[src/rtl/mod_seq_pkg.sv]
// Shared types and helpers for the symbol sequencer: engine states,
// default idle select value and the pair-to-select mapping.
package mod_seq_pkg;

  typedef enum logic {
    ST_IDLE = 1'b0,
    ST_RUN  = 1'b1
  } state_t;

  localparam logic [1:0] SEL_IDLE_DEFAULT = 2'b00;

  // Map a received bit pair {b1,b0} onto the mux select pair.
  // Binary passes the pair through; Gray keeps b1 and replaces b0 with b1^b0.
  function automatic logic [1:0] sym_map(input logic [1:0] pair, input logic gray);
    logic [1:0] sel;
    if (gray) begin
      sel = {pair[1], pair[1] ^ pair[0]};
    end else begin
      sel = pair;
    end
    return sel;
  endfunction

endpackage

[src/rtl/mod_symbol_sequencer_if.sv]
// Serial bit stream handshake into the symbol sequencer.
// master = bit source, slave = sequencer.
interface mod_symbol_sequencer_if;
  logic bit_in;
  logic bit_valid;
  logic bit_ready;

  modport master (
    output bit_in,
    output bit_valid,
    input  bit_ready
  );

  modport slave (
    input  bit_in,
    input  bit_valid,
    output bit_ready
  );
endinterface

[src/rtl/mod_bit_pair_assembler.sv]
// Packs serial bits into 2-bit pairs (first bit = MSB) and keeps one
// completed pair in a hold register for the symbol engine.
module mod_bit_pair_assembler (
  input  logic                          clk,
  input  logic                          rst,
  input  logic                          enable,
  input  logic                          consume,
  mod_symbol_sequencer_if.slave         bit_if,
  output logic                          hold_full,
  output logic [1:0]                    hold_pair
);

  logic       asm_cnt_q,   asm_cnt_d;
  logic       first_q,     first_d;
  logic [1:0] hold_q,      hold_d;
  logic       hold_full_q, hold_full_d;
  logic       ready;
  logic       accept;

  // Only the second bit of a pair can stall, and only when the hold
  // register is full and not being emptied this very cycle.
  assign ready            = !rst && enable && !(hold_full_q && asm_cnt_q && !consume);
  assign bit_if.bit_ready = ready;
  assign accept           = bit_if.bit_valid && ready;

  assign hold_full = hold_full_q;
  assign hold_pair = hold_q;

  // Next-state for the shift stage, pair counter and hold register.
  always_comb begin
    asm_cnt_d   = asm_cnt_q;
    first_d     = first_q;
    hold_d      = hold_q;
    hold_full_d = hold_full_q;
    if (consume) begin
      hold_full_d = 1'b0;
    end
    // A completing pair refills hold even when it is consumed the same cycle.
    if (accept) begin
      if (!asm_cnt_q) begin
        first_d   = bit_if.bit_in;
        asm_cnt_d = 1'b1;
      end else begin
        hold_d      = {first_q, bit_if.bit_in};
        hold_full_d = 1'b1;
        asm_cnt_d   = 1'b0;
      end
    end
  end

  // Register update; reset drops any partial pair and the held pair.
  always_ff @(posedge clk) begin
    if (rst) begin
      asm_cnt_q   <= 1'b0;
      first_q     <= 1'b0;
      hold_q      <= 2'b00;
      hold_full_q <= 1'b0;
    end else begin
      asm_cnt_q   <= asm_cnt_d;
      first_q     <= first_d;
      hold_q      <= hold_d;
      hold_full_q <= hold_full_d;
    end
  end

endmodule

[src/rtl/mod_symbol_sequencer.sv]
// Symbol scheduler for the modulator's 4:1 select mux: holds each 2-bit
// symbol on {sel1,sel0} for SYM_CYCLES clocks, back-to-back while data lasts.
module mod_symbol_sequencer
  import mod_seq_pkg::*;
#(
  parameter int          SYM_CYCLES = 4,
  parameter logic [1:0]  IDLE_SEL   = SEL_IDLE_DEFAULT,
  parameter bit          MAP_GRAY   = 1'b0,
  parameter int          CNT_W      = $clog2(SYM_CYCLES)
) (
  input  logic                  clk,
  input  logic                  rst,
  input  logic                  enable,
  mod_symbol_sequencer_if.slave bit_if,
  output logic                  sel1,
  output logic                  sel0,
  output logic                  sym_active,
  output logic                  sym_strobe,
  output logic                  underrun
);

  state_t             state_q, state_d;
  logic [CNT_W-1:0]   cnt_q,   cnt_d;
  logic [1:0]         sel_q,   sel_d;
  logic               active_q, active_d;
  logic               strobe_q, strobe_d;
  logic               underrun_q, underrun_d;
  logic               consume;
  logic               hold_full;
  logic [1:0]         hold_pair;

  mod_bit_pair_assembler u_asm (
    .clk       (clk),
    .rst       (rst),
    .enable    (enable),
    .consume   (consume),
    .bit_if    (bit_if),
    .hold_full (hold_full),
    .hold_pair (hold_pair)
  );

  // Engine next-state: load from hold when idle or at terminal count,
  // otherwise count down and fall back to idle when the symbol ends.
  always_comb begin
    state_d    = state_q;
    cnt_d      = cnt_q;
    sel_d      = sel_q;
    active_d   = active_q;
    strobe_d   = 1'b0;
    underrun_d = 1'b0;
    consume    = 1'b0;
    unique case (state_q)
      ST_IDLE: begin
        sel_d    = IDLE_SEL;
        active_d = 1'b0;
        if (enable && hold_full) begin
          consume  = 1'b1;
          sel_d    = sym_map(hold_pair, MAP_GRAY);
          cnt_d    = CNT_W'(SYM_CYCLES - 1);
          strobe_d = 1'b1;
          active_d = 1'b1;
          state_d  = ST_RUN;
        end
      end
      ST_RUN: begin
        if (cnt_q != '0) begin
          cnt_d = cnt_q - CNT_W'(1);
        end else if (enable && hold_full) begin
          consume  = 1'b1;
          sel_d    = sym_map(hold_pair, MAP_GRAY);
          cnt_d    = CNT_W'(SYM_CYCLES - 1);
          strobe_d = 1'b1;
          active_d = 1'b1;
        end else begin
          // Stopping because enable fell is not an underrun.
          sel_d      = IDLE_SEL;
          active_d   = 1'b0;
          underrun_d = enable;
          state_d    = ST_IDLE;
        end
      end
      default: begin
        state_d  = ST_IDLE;
        sel_d    = IDLE_SEL;
        active_d = 1'b0;
      end
    endcase
  end

  // State, counter and registered outputs.
  always_ff @(posedge clk) begin
    if (rst) begin
      state_q    <= ST_IDLE;
      cnt_q      <= '0;
      sel_q      <= IDLE_SEL;
      active_q   <= 1'b0;
      strobe_q   <= 1'b0;
      underrun_q <= 1'b0;
    end else begin
      state_q    <= state_d;
      cnt_q      <= cnt_d;
      sel_q      <= sel_d;
      active_q   <= active_d;
      strobe_q   <= strobe_d;
      underrun_q <= underrun_d;
    end
  end

  assign {sel1, sel0} = sel_q;
  assign sym_active   = active_q;
  assign sym_strobe   = strobe_q;
  assign underrun     = underrun_q;

endmodule
[src/flat_wrapper.sv]
// flat-port wrapper written by rule: the top's interface ports become plain ports
module mod_symbol_sequencer_flat import mod_seq_pkg::*;
#(
  parameter int          SYM_CYCLES = 4,
  parameter logic [1:0]  IDLE_SEL   = SEL_IDLE_DEFAULT,
  parameter bit          MAP_GRAY   = 1'b0,
  parameter int          CNT_W      = $clog2(SYM_CYCLES)
)
  (clk, rst, enable, sel1, sel0, sym_active, sym_strobe, underrun, bit_if_bit_in, bit_if_bit_valid, bit_if_bit_ready);
  mod_symbol_sequencer_if bit_if_i ();
  input  logic clk;
  input  logic rst;
  input  logic enable;
  output logic sel1;
  output logic sel0;
  output logic sym_active;
  output logic sym_strobe;
  output logic underrun;
  input wire logic [$bits(bit_if_i.bit_in)-1:0] bit_if_bit_in;
  input wire logic [$bits(bit_if_i.bit_valid)-1:0] bit_if_bit_valid;
  output wire logic [$bits(bit_if_i.bit_ready)-1:0] bit_if_bit_ready;
  assign bit_if_i.bit_in = bit_if_bit_in;
  assign bit_if_i.bit_valid = bit_if_bit_valid;
  assign bit_if_bit_ready = bit_if_i.bit_ready;
  mod_symbol_sequencer #(.SYM_CYCLES(SYM_CYCLES), .IDLE_SEL(IDLE_SEL), .MAP_GRAY(MAP_GRAY), .CNT_W(CNT_W)) u_core (.clk(clk), .rst(rst), .enable(enable), .bit_if(bit_if_i), .sel1(sel1), .sel0(sel0), .sym_active(sym_active), .sym_strobe(sym_strobe), .underrun(underrun));
endmodule
[config.mk]
export PLATFORM = sky130hd
export DESIGN_NAME = mod_symbol_sequencer_flat
export DESIGN_NICKNAME = d
export VERILOG_FILES = /design/src/rtl/mod_seq_pkg.sv /design/src/rtl/mod_symbol_sequencer_if.sv /design/src/rtl/mod_bit_pair_assembler.sv /design/src/rtl/mod_symbol_sequencer.sv /design/src/flat_wrapper.sv
export SDC_FILE = /design/constraint.sdc
export NUM_CORES = 1
export LEC_CHECK = 0
export CAP_MARGIN = 20
export CELL_PAD_IN_SITES_DETAIL_PLACEMENT = 1
export CELL_PAD_IN_SITES_GLOBAL_PLACEMENT = 1
export CORE_MARGIN = 3
export CORE_UTILIZATION = 37
export DETAILED_ROUTE_END_ITERATION = 12
export PLACE_DENSITY = 0.74
export SLEW_MARGIN = 20
export SYNTH_ARGS = -nofsm -noshare
export SYNTH_HDL_FRONTEND = slang
export SYNTH_SLANG_ARGS = --single-unit
[constraint.sdc]
create_clock -name clk -period 2.8 [get_ports clk]
set_clock_uncertainty 0.05 [all_clocks]
set_input_delay 0.28 -clock clk [delete_from_list [all_inputs] [get_ports clk]]
set_output_delay 0.28 -clock clk [all_outputs]
set_load 0.05 [all_outputs]
==> summary.md, run 1 <==
| Metric | Value |
|---|---|
| Non-Filler Instances | 82 |
| Leak Pwr | 0.2233 nW |
| Total Routing Usage GR | 11.79% |
| Detailed-route vias per instance | 5.134 |
| DR DRC count | 0 |
| Endpoints failing hold | 0 |
| Register area share after synthesis | 49.64% |
| Vias in the first global route | 396 |
| Post-cts sizing count | 0 |
| CP max FO | 11 |
| Placed cell count | 78 |
| Maximum vdd drop | 0.1811 mV |
| Buffers on Ports | 10 |
| Syn avg cell area | 9.362 um2 |
| First-pass GRT wire length | 1.731 mm |
| Final setup fails | 0 |
| Effective utilization at floorplan | 43.11% |
| Psw | 0.07793 mW |
| Tcrit/Tclk final | 64.11% |
| Sequential cell area | 260.3 um2 |
| CTS sink count | 13 |
| DRT Wirelength | 990 um |
| Final slew viol count | 0 |
| FMAX | 0.5571 GHz |
| Layout cells sized above 1 | 11.76% |
| Critical path class | input port to primary output |
| Post-CTS Setup Bufs | 0 |
| RSZ-0062 raised after global routing | false |
| Mapped Area | 524.3 um2 |
| Clock Pin Slew Worst Setup and Hold Paths | 80 ps |
| Clk_lat worst skew | 270 ps |
| Crit path launch | enable |
| Fillers | 146 |
| Fin util | 54.32% |
| Pwr Density | 501.8 nW/um2 |
| Die H | 43.64 um |
| Area growth syn-to-layout | 26.01% |
| Die Span X | 43.64 um |
| Final ANT Viol Nets | 0 |
| Die area | 1904 um2 |
| CTS tree | built |
| CTS max path bufs | 2 |
| Htree depth | 1 |
| GP Congestion | 0.6475 |
| Core Footprint | 1216 um2 |
| Synth unique cells | 21 |
| Aggregate global routing overflow | 0 |
| Initial DRC Count | 3 |
| Initial antenna violation count | 0 |
| P_int | 0.2536 mW |
| # IOs | 11 |
| Data required time at the worst endpoint | 2470 ps |
| WHS | 407.6 ps |
| FP Rows | 12 |
| Final #Nets | 74 |
| Hold_buf cts | 0 |
| Clk root buf | clkbuf_4 |
| Critical Path Source Type | input port |
| Max-Cap Viols | 0 |
| Origin of the critical flop-to-flop path | u_core.cnt_q[1]$_SDFF_PP0_ |
| Status | finished clean |
| Seq pwr share | 57.7% |
| Multi-input gate area | 242.7 um2 |
| Clk pwr share | 34.2% |
| HP Start | u_core.sel_q[1]$_SDFFE_PP0P_ |
| Setup TNS | 0 ps |
| Worst rel slew slack | 67.31% |
| Yosys reg bits | 13 |
| Gate Count Post-Synth | 56 |
| HP Class | flop to flop |
| Routed len/inst | 12.07 um |
| First-pass DRT Iterations | 2 |
| Antenna diodes | 0 |
| Post-DP HPWL | 720.1 um |
| Worst Setup End Kind | primary output |
| Largest net degree at the start of global routing | 16 |
| Logic gate share of total power | 8.1% |
| Num CTS Buffers | 3 |
| Sw frac | 23.51% |
| Cells on Worst Hold Path | 2 |
| Worst slew pin tran | 488.8 ps |
| R2R cell count | 3 |
| DR vias | 421 |
| Minimum clock period | 1795 ps |
| Syn. warnings | 0 |
| Syn_nets | 61 |
| Crit path DAT | 1460 ps |
area by class of cell:
type | instances | share of cell area, %
repair buffers | 11 | 15.91
inverters | 2 | 1.136
multi-input cells | 38 | 36.74
clock buffers | 3 | 3.409
clock inverters | 1 | 0.7576
well taps | 14 | 2.652
flip-flops and latches | 13 | 39.39
power groups by stage:
stage / Sequential [mW] / Combinational, mW / Clock (mW)
global route: 0.192 / 0.0298 / 0.129
global placement: 0.196 / 0.0269 / 0
detailed placement: 0.196 / 0.0271 / 0
finish: 0.191 / 0.0269 / 0.113
floorplan: 0.195 / 0.0164 / 0
CTS: 0.191 / 0.0272 / 0.120
synth_stat cells:
cell type  number  area, um2
dfxtp_1        13      260.3
a21oi_1         6      30.03
nand2_1         6      22.52
nand2b_1        5      31.28
mux2i_1         3      30.03
a31oi_1         2      12.51
buf_2           2      10.01
inv_1           2      7.510
nand3_1         2      10.01
nand4_1         2      12.51
nor3_1          2      10.01
o21ai_1         2      10.01
a21oi_4         1      16.27
a221oi_1        1      8.760
a311oi_1        1      8.760
clkbuf_1        1      3.750
nand3b_1        1      7.510
nor2_1          1      3.750
nor3b_1         1      7.510
nor4_1          1      6.260
o21a_4          1      15.01
metrics by stage:
| stage | setup WS [ps] | instance area [um2] | power (mW) |
|---|---|---|---|
| after CTS | 1006 | 660.6 | 0.3388 |
| after floorplan | 1047 | 524.3 | 0.2114 |
| after global routing | 908.9 | 660.6 | 0.3511 |
| after detailed placement | 1011 | 633.1 | 0.2227 |
| after global placement | 1030 | 633.1 | 0.2225 |
| final | 1005 | 660.6 | 0.3315 |
metal layers:
layer,global-route usage (%),vias up,wire length (um)
li1,-,222,-
met1,18.20,188,546
met2,15.12,9,380
met3,3.734,2,54
met4,3.614,0,8
met5,0,-,0
cells in the final DEF, fill, tap and decap left out:
master            n
clkbuf_4          3
nand3_1           2
nor4_1            1
clkdlybuf4s50_1   9
clkinv_2          1
a311oi_1          1
nand2b_1          5
a21oi_1           6
nand2_1           6
dfxtp_1          13
nand4_1           2
a21oi_4           1
buf_4             2
o21a_4            1
o21ai_1           2
mux2i_1           3
nand3b_1          1
inv_1             2
a221oi_1          1
nor3b_1           1
nor3_1            2
nor2_1            1
a31oi_1           2
worst max-delay path: stages:
cell	delay, ps
clkdlybuf4s50_1	680
nand2b_1	120
a31oi_1	160
buf_4	220
path summary, 6_finish.rpt:
kind / slack [ps] / end
max: 1010 / bit_if_bit_ready
min: 410 / u_core.sel_q[1]$_SDFFE_PP0P_
max reg2reg: 1650 / u_core.u_asm.hold_pair[1]$_SDFFE_PP0P_
min reg2reg: 410 / u_core.sel_q[1]$_SDFFE_PP0P_
state kept, by name (all words and copies together), names as in the netlist:
register                cells
u_core.cnt_q                2
u_core.sel_q                2
u_core.u_asm.hold_pair      2
u_core.state_q              1
u_core.sym_active           1
u_core.sym_strobe           1
u_core.u_asm.asm_cnt_q      1
u_core.u_asm.first_q        1
u_core.u_asm.hold_full      1
u_core.underrun             1
kinds of logic (layout without fill, tap and decap cells):
| family | after synthesis | in the layout | synth area share [%] |
|---|---|---|---|
| mux | 3 | 3 | 5.728 |
| buf+inv | 5 | 17 | 4.057 |
| simple gates | 21 | 21 | 21.24 |
| compound gates | 14 | 14 | 19.33 |
| flops | 13 | 13 | 49.64 |
(Power assumes the default switching activity.)
==> run 2, diff against run 1 <==
--- a/config.mk
+++ b/config.mk
@@ -9,9 +9,9 @@
 export CELL_PAD_IN_SITES_DETAIL_PLACEMENT = 1
 export CELL_PAD_IN_SITES_GLOBAL_PLACEMENT = 1
 export CORE_MARGIN = 3
-export CORE_UTILIZATION = 37
+export CORE_UTILIZATION = 35
 export DETAILED_ROUTE_END_ITERATION = 12
-export PLACE_DENSITY = 0.74
+export PLACE_DENSITY = 0.7
 export SLEW_MARGIN = 20
 export SYNTH_ARGS = -nofsm -noshare
 export SYNTH_HDL_FRONTEND = slang
==> constraint.sdc (replaced) <==
create_clock -name clk -period 1.75 [get_ports clk]
set_clock_uncertainty 0.05 [all_clocks]
set_input_delay 0.175 -clock clk [delete_from_list [all_inputs] [get_ports clk]]
set_output_delay 0.175 -clock clk [all_outputs]
set_load 0.05 [all_outputs]
==> summary.md, run 2 (synthesis results as in run 1) <==
| Metric | Value |
|---|---|
| Status | finished clean (unchanged) |
| Clock Pin Slew Worst Setup and Hold Paths | 70 ps (was 80 ps) |
| Detailed-route vias per instance | 5.202 (was 5.134) |
| Bufs and invs on worst path | 1 (was 2) |
| GP Congestion | 0.6933 (was 0.6475) |
| Critical path class | flop to primary output (was input port to primary output) |
| FMAX | 0.6172 GHz |
| Die Span X | 44.70 um (was 43.64 um) |
| Post-CTS Setup Bufs | 0 (unchanged) |
| DRT Wirelength | 1.139 mm (was 990 um) |
| Cell family with most CP delay | buffers and inverters (unchanged) |
| CP cell instances | clkdlybuf4s50_1 (was clkdlybuf4s50_1 -> nand2b_1 -> a31oi_1 -> buf_4) |
| Pwr Density | 785.6 nW/um2 (was 501.8 nW/um2) |
| Psw | 0.1255 mW (was 0.07793 mW) |
| Seq pwr share | 57.2% (was 57.7%) |
| Clk root buf | clkbuf_4 (unchanged) |
| Initial DRC Count | 3 (unchanged) |
| Crit path DAT | 1400 ps (was 1460 ps) |
| Setup TNS | 0 ps (unchanged) |
| # IOs | 11 (unchanged) |
| Antenna diodes | 0 (unchanged) |
| Leak Pwr | 0.2318 nW (was 0.2233 nW) |
| Routed len/inst | 13.56 um (was 12.07 um) |
| Buffers on Ports | 10 (unchanged) |
| Clk pwr share | 33.6% (was 34.2%) |
| Critical Path Source Type | flop (was input port) |
| Total Routing Usage GR | 13.54% (was 11.79%) |
| Htree depth | 1 (unchanged) |
| Sw frac | 23.43% (was 23.51%) |
| WHS | 406.9 ps (was 407.6 ps) |
| DR DRC count | 0 (unchanged) |
| Maximum vdd drop | 0.3360 mV (was 0.1811 mV) |
| Setup WS pre-CTS | 288.6 ps (was 1011 ps) |
| Tcrit/Tclk final | 92.59% |
| CTS max path bufs | 2 (unchanged) |
| Slowest CP cell | clkdlybuf4s50_1 (unchanged) |
| Logic gate share of total power | 9.2% (was 8.1%) |
| Post-cts sizing count | 0 (unchanged) |
| HP Class | flop to flop (unchanged) |
| Num CTS Buffers | 3 (unchanged) |
| Die area | 1998 um2 (was 1904 um2) |
| Post-DP HPWL | 838.9 um (was 720.1 um) |
| CTS sink count | 13 (unchanged) |
| Worst rel slew slack | 66.82% (was 67.31%) |
| P_int | 0.4102 mW (was 0.2536 mW) |
| Endpoints failing hold | 0 (unchanged) |
| FP Rows | 13 (was 12) |
| First-pass GRT wire length | 1.966 mm (was 1.731 mm) |
| Power, Total | 0.5357 mW (was 0.3315 mW) |
| Final slew viol count | 0 (unchanged) |
| Die H | 44.70 um (was 43.64 um) |
| Worst slew pin tran | 496.1 ps (was 488.8 ps) |
| Final ANT Viol Nets | 0 (unchanged) |
| Initial antenna violation count | 0 (unchanged) |
| Data required time at the worst endpoint | 1520 ps (was 2470 ps) |
| Hold_buf cts | 0 (unchanged) |
| Final #Nets | 75 (was 74) |
| Max-Cap Viols | 0 (unchanged) |
| Final worst slack | 129.7 ps (was 1005 ps) |
| Clk_lat worst skew | 270 ps (about the same) |
| Fillers | 168 (was 146) |
| Layout cells sized above 1 | 13.04% (was 11.76%) |
| Worst Setup End Kind | primary output (unchanged) |
| Fin util | 50.51% (was 54.32%) |
| First-pass DRT Iterations | 3 (was 2) |
| Largest net degree at the start of global routing | 15 (was 16) |
| Effective utilization at floorplan | 38.83% (was 43.11%) |
| CTS tree | built (unchanged) |
| CP max FO | 2 (was 11) |
| RSZ-0062 raised after global routing | false (unchanged) |
| Aggregate global routing overflow | 0 (unchanged) |
| Vias in the first global route | 427 (was 396) |
| Most common cell after layout, fill and taps aside | dfxtp_1 (unchanged) |
| Minimum clock period | 1620 ps |
| Core Footprint | 1350 um2 (was 1216 um2) |
| Most frequent cells in the layout | 13 x dfxtp_1, 9 x clkdlybuf4s50_1, 6 x nand2_1, 6 x a21oi_1, 5 x nand2b_1 (unchanged) |
| Final setup fails | 0 (unchanged) |
| DR vias | 437 (was 421) |
| Area growth syn-to-layout | 30.07% (was 26.01%) |
| Max incr delay on CP | 800 ps (was 680 ps) |
[run 2: cell count changes in the layout (fill, tap and decap cells not counted), sizes merged]
cell / previous run / this run
buf: 2 / 3
[run 2: area by class of cell]
cell class	count	area [um2]	share of cell area, %
flip-flops and latches	13	260.3	38.17
repair buffers	12	125.1	18.35
well taps	15	18.77	2.752
inverters	2	7.507	1.101
clock inverters	1	5.005	0.7339
clock buffers	3	22.52	3.303
multi-input cells	38	242.7	35.60
[run 2: per-layer routing]
layer	vias up	routed length, um	track usage [%]	part of all wire [%]
met4	0	12	7.229	1.1
li1	227	-	-	-
met1	201	583	17.32	51
met3	2	46	2.390	4.0
met2	7	496	21.49	44
met5	-	0	0	0
[run 2: through the flow]
| stage | instance area, um2 | std cells |
|---|---|---|
| 3_3_place_gp | 654.4 | 80 |
| 2_1_floorplan | 524.3 | 56 |
| 4_1_cts | 681.9 | 84 |
| 3_5_place_dp | 654.4 | 80 |
| 6_report | 681.9 | 84 |
| 5_1_grt | 681.9 | 84 |
[run 2: final timing paths]
check                           slack (ps)                      startpoint  cells past startpoint                                     end
worst min register to register         410    u_core.sel_q[0]$_SDFFE_PP0P_                      2            u_core.sel_q[0]$_SDFFE_PP0P_
worst max-delay path                   130  u_core.sym_active$_SDFFE_PP0P_                      1                              sym_active
worst min-delay path                   410    u_core.sel_q[0]$_SDFFE_PP0P_                      2            u_core.sel_q[0]$_SDFFE_PP0P_
worst max register to register         560      u_core.cnt_q[1]$_SDFF_PP0_                      3  u_core.u_asm.hold_pair[1]$_SDFFE_PP0P_
[run 2: power by group through the flow]
stage	Sequential, mW	Combinational [mW]	Clock (mW)
2_1_floorplan	0.312	0.0262	0
3_3_place_gp	0.313	0.0487	0
3_5_place_dp	0.313	0.0498	0
4_1_cts	0.306	0.0498	0.189
5_1_grt	0.308	0.0533	0.207
6_report	0.306	0.0491	0.180
